===== config.mk =====
export PLATFORM = sky130hd
export DESIGN_NAME = host_switch_seq
export DESIGN_NICKNAME = d
export VERILOG_FILES = /design/src/rtl/host_switch_seq.sv
export SDC_FILE = /design/constraint.sdc
export NUM_CORES = 1
export LEC_CHECK = 0
export ABC_AREA = 1
export CAP_MARGIN = 20
export CORE_MARGIN = 5
export CORE_UTILIZATION = 45
export CTS_BUF_LIST = sky130_fd_sc_hd__clkbuf_4
export CTS_CLUSTER_SIZE = 14
export DETAILED_ROUTE_END_ITERATION = 12
export GPL_TIMING_DRIVEN = 0
export PLACE_DENSITY = 0.69
export SETUP_SLACK_MARGIN = 0.1
export SLEW_MARGIN = 25
export SYNTH_ARGS = -nofsm -noshare
export SYNTH_HDL_FRONTEND = slang
export SYNTH_SLANG_ARGS = --single-unit

===== constraint.sdc =====
create_clock -name clk -period 1.83 [get_ports clk]
set_input_delay 0.183 -clock clk [delete_from_list [all_inputs] [get_ports clk]]
set_output_delay 0.183 -clock clk [all_outputs]
set_load 0.01 [all_outputs]

===== src/rtl/host_switch_seq.sv =====
// host_switch_seq: sequences hot-standby host transfer between CPU A and CPU B
module host_switch_seq #(
  parameter int GUARD_CYC  = 16,
  parameter int SETTLE_CYC = 64,
  parameter int RESET_CYC  = 1000
) (
  input  logic       clk,
  input  logic       rst,
  input  logic       swi_req,
  input  logic       force_req,
  input  logic       force_target,
  input  logic       auto_en,
  input  logic       io_a,
  input  logic       io_b,
  output logic       switch,
  output logic       io_hold,
  output logic       reset_A,
  output logic       reset_B,
  output logic       busy,
  output logic       done,
  output logic       fail,
  output logic [7:0] sw_count
);
  typedef enum logic [1:0] {IDLE, HOLD, SETTLE, RESET_OLD} state_t;
  localparam logic [15:0] G_LAST = 16'(GUARD_CYC - 1);
  localparam logic [15:0] S_LAST = 16'(SETTLE_CYC - 1);
  localparam logic [15:0] R_LAST = 16'(RESET_CYC - 1);
  state_t      state;
  logic [15:0] cnt;
  logic        target, forced, cur_ok, alt_ok, tgt_ok, auto_req;
  always_comb begin
    cur_ok   = switch ? io_b : io_a;
    alt_ok   = switch ? io_a : io_b;
    tgt_ok   = target ? io_b : io_a;
    auto_req = auto_en && !cur_ok && alt_ok;
  end
  always_ff @(posedge clk) begin
    if (rst) begin
      state    <= IDLE;
      cnt      <= '0;
      target   <= 1'b0;
      forced   <= 1'b0;
      switch   <= 1'b0;
      io_hold  <= 1'b0;
      reset_A  <= 1'b0;
      reset_B  <= 1'b0;
      busy     <= 1'b0;
      done     <= 1'b0;
      fail     <= 1'b0;
      sw_count <= '0;
    end else begin
      done <= 1'b0;
      fail <= 1'b0;
      case (state)
        IDLE: begin
          if (force_req) begin
            if (force_target != switch) begin
              target  <= force_target;
              forced  <= 1'b1;
              state   <= HOLD;
              busy    <= 1'b1;
              io_hold <= 1'b1;
              cnt     <= G_LAST;
            end
          end else if (swi_req || auto_req) begin
            if (!alt_ok) fail <= 1'b1;
            else begin
              target  <= ~switch;
              forced  <= 1'b0;
              state   <= HOLD;
              busy    <= 1'b1;
              io_hold <= 1'b1;
              cnt     <= G_LAST;
            end
          end
        end
        HOLD: begin
          if (cnt == '0) begin
            switch <= target;
            state  <= SETTLE;
            cnt    <= S_LAST;
          end else cnt <= cnt - 16'd1;
        end
        SETTLE: begin
          if (cnt == '0) begin
            io_hold <= 1'b0;
            if (tgt_ok || forced) begin
              done     <= 1'b1;
              sw_count <= (sw_count == 8'hff) ? sw_count : sw_count + 8'd1;
              reset_A  <= target;
              reset_B  <= ~target;
              state    <= RESET_OLD;
              cnt      <= R_LAST;
            end else begin
              switch <= ~target;
              fail   <= 1'b1;
              busy   <= 1'b0;
              state  <= IDLE;
            end
          end else cnt <= cnt - 16'd1;
        end
        default: begin
          if (cnt == '0) begin
            reset_A <= 1'b0;
            reset_B <= 1'b0;
            busy    <= 1'b0;
            state   <= IDLE;
          end else cnt <= cnt - 16'd1;
        end
      endcase
    end
  end
endmodule


==> impl_summary.txt <==
----------------------------------------------------
[Clock network]
  Num CTS Buffers ... 5
  Number of buffers on the longest clock path ... 2
  CTS tree ... done
  Clock transition at the register clock pins on the worst setup and hold paths after CTS ... 120 ps
  H-tree level count ... 2
  Clock root buffer ... clkbuf_4
  CTS Sinks ... 35
  Clock network latency to the later pin of the worst-skew pair ... 350 ps
  Number of hold-repair buffers added at the cts stage ... 0

[Synth]
  Post-synth cell types ... 33
  Proportion of synthesized area in mux cells ... 0%
  Mapped Area ... 2070 um2
  Combinational family with the most area after synthesis ... simple AND/OR/NAND/NOR gates
  Post-synthesis compound-gate area fraction ... 10.6%
  Total number of yosys warnings ... 0
  Syn avg cell area ... 6.69 um2
  Top cells by area, synth ... dfxtp_1 (34%), nand2_1 (14%), inv_1 (7.4%)
  Syn Inst Count ... 309
  Post-Synth XOR/XNOR Area ... 5.51%
  Dominant cell type by area after synthesis ... dfxtp_1
  Most common cell in the synthesized netlist ... nand2_1
  Number of flops mapped to enable cells by yosys ... 0
  Leading post-synthesis cells by instance count ... nand2_1 (77), inv_1 (41), nor2_1 (38)
  Simple-Gate Fraction of Synth Area ... 37.9%
  Proportion of netlist area held by the largest area contributor ... 33.9%
  Synthesized Nets ... 321
  Primary FF master, synth ... dfxtp_1
  Flip-flop and latch count after synthesis ... 35
  Synthesized-area fraction occupied by adder cells ... 2.42%
  Share of flip-flops with an asynchronous set or reset after synthesis ... 0%
  Sequential share of the synthesized area ... 33.9%

[Detailed routing]
  Average via count per standard cell ... 5.04
  Overall via count from detail_route ... 2033
  Final wirelength ... 4900 um
  Remaining routing DRC violations ... 0
  Remaining antenna violation count after routing ... 0
  Drt first pass iters ... 6
  Drt initial violations ... 103
  Wire length per cell ... 12.2 um

[Critical path]
  Setup slack, reg-to-reg ... 160 ps
  Endpoint required time on the critical path ... 2090 ps
  Endpoint of the worst register-to-register path ... cnt[13]$_SDFFE_PP0P_
  Startpoint type of the worst setup path ... register
  Worst Setup End Kind ... register
  Crit path arrival time ... 1930 ps
  Maximum fanout along the worst path ... 7
  Crit Path Category ... register to register
  Number of cells on the worst reg-to-reg path ... 10
  Worst flop-to-flop path startpoint ... cnt[0]$_SDFFE_PP0P_

[Cells and area]
  Non-filler cells, final ... 403
  Post-route cell area ... 2610 um2
  Area growth syn-to-layout ... 26.3%
  Total Nets Final ... 362
  Layout cells sized above 1 ... 15.4%
  Diode count ... 0

[Timing]
  Final min period ... 1670 ps
  Post-route fraction of the period consumed by the critical path ... 91.4%
  Setup repair after global routing missed its margin ... no
  FMAX ... 0.598 GHz
  Relative slew margins ... 67.0%
  Final number of setup-violating endpoints ... 0
  Final-report max-slew violation count ... 0
  Worst slew pin tran ... 496 ps
  Final clock skew ... 6.47 ps
  Endpoints failing hold ... 0

[GRT]
  First-pass GRT wire length ... 8340 um
  Final global-route overflow total ... 0
  Maximum number of pins on one net before global-route repair ... 13
  Number of global-route vias before repair ... 1845
  GRT Overall Usage ... 16.6%
  Antenna violations before repair ... 0

[Floorplanning]
  Die Y ... 77.8 um
  Number of placement rows ... 24
  Die Span X ... 77.8 um
  Core box area ... 4410 um2
  Overall die area ... 6050 um2
  Number of top-level pins ... 23
  Starting Density ... 46.8%

[Power]
  Leakage power ... 1.17 nW
  Worst IR drop on VDD ... 0.638 mV
  Total power draw ... 4.32 mW
  Power density relative to cell area ... 1650 nW/um2

[Hold path]
  Hold path startpoint ... reset_B$_SDFFE_PP0P_
  Instance count along the most critical hold path ... 2
  Tightest Hold Check Type ... register to register
  Sink of the worst hold path ... reset_B$_SDFFE_PP0P_

[Run]
  Maxcap violations ... 0

[Status]
  Status ... finished clean

[Placement]
  Routability congestion estimate ... 0.833
  Port Buf Inserts ... 22
  Instance area at placement ... 2350 um2
  Half-perimeter wire length after detailed placement ... 3420 um
  Placed Instances ... 383

----------------------------------------------------
[registers in the layout, indices dropped and copies added, names as in the netlist]
signal    flops
cnt          16
sw_count      8
state         2
busy          1
done          1
fail          1
forced        1
io_hold       1
reset_A       1
reset_B       1
switch        1
target        1
[layer usage]
layer	routed length (um)	global-route usage [%]	vias up
met3	211	3.94	12
li1	-	-	1075
met5	0	0	-
met2	2310	26.8	47
met4	89	5.33	0
met1	2280	21.8	899
[worst max-delay path by stage]
stage,depth (start not counted),startpoint,end
final,10,cnt[0]$_SDFFE_PP0P_,cnt[13]$_SDFFE_PP0P_
after global routing,10,cnt[1]$_SDFFE_PP0P_,cnt[13]$_SDFFE_PP0P_
after CTS,10,cnt[0]$_SDFFE_PP0P_,cnt[13]$_SDFFE_PP0P_
after detailed placement,10,force_req,cnt[13]$_SDFFE_PP0P_
after global placement,10,force_req,cnt[15]$_SDFFE_PP0P_
after floorplan,9,cnt[0]$_SDFFE_PP0P_,cnt[4]$_SDFFE_PP0P_
[cell usage in the layout, fill, tap and decap left out, types with 4 or more instances in the layout]
| cell | netlist | layout |
|---|---|---|
| clkdlybuf4s50_1 | 0 | 22 |
| nor3_1 | 8 | 7 |
| nand2_2 | 3 | 4 |
| o21ai_1 | 5 | 5 |
| clkbuf_4 | 0 | 5 |
| nand4_1 | 12 | 12 |
| nor2_1 | 38 | 35 |
| xor2_1 | 7 | 7 |
| dfxtp_1 | 35 | 32 |
| xnor2_1 | 6 | 6 |
| nand2_1 | 77 | 75 |
| inv_1 | 41 | 40 |
| o21ai_0 | 7 | 7 |
| a21oi_1 | 24 | 24 |
| nor2_2 | 3 | 4 |
| nand3_1 | 18 | 17 |
| buf_4 | 1 | 13 |
[metrics by stage]
| stage | setup WS (ps) | utilization, % | hold slack (ps) | TNS [ps] |
|---|---|---|---|---|
| floorplan | 265 | - | 348 | 0 |
| global placement | -137 | 53.3 | 433 | -802 |
| detailed placement | -164 | 53.3 | 446 | -944 |
| CTS | 91.9 | 57.3 | 464 | 0 |
| global route | 30.1 | 59.2 | 486 | 0 |
| finish | 157 | 59.2 | 458 | 0 |
[worst max-delay path, cell delays in order, from the launching register on]
cell and delay (ps):
dfxtp_1 340, inv_2 90, ha_4 170, nand3_4 120, nor2_8 190, nand3_2 120, nand2_1 130, nor2_1 70
o21ai_2 140, buf_4 150, nor2_1 50
[repair_timing]
item,CTS,global route
resized for setup,3,15
setup endpoints to repair,21,27
setup buffers,8,4
pin swaps,3,1
[power breakdown]
| part | switching, mW | internal [mW] |
|---|---|---|
| Sequential | 0.186 | 0.948 |
| Clock | 0.299 | 0.425 |
| Combinational | 1.52 | 0.941 |
| Total | 2.00 | 2.31 |
[area by class of cell]
type	count	area, um2
multi-input cells	225	1230
fillers	402	1800
inverters	44	169
repair buffers	34	310
flip-flops and latches	35	704
well taps	52	65.1
clock buffers	5	37.5
clock inverters	3	67.6
plain buffers	5	31.3
[logic make-up after synthesis]
| group | Yosys count |
|---|---|
| DFF | 35 |
| and+or+nand+nor | 167 |
| buffers and inverters | 49 |
| adders and majority gates | 4 |
| xor gates and xnor gates | 13 |
| AOI/OAI and AO/OA | 41 |
No activity file was read; power rests on OpenSTA's default activity.
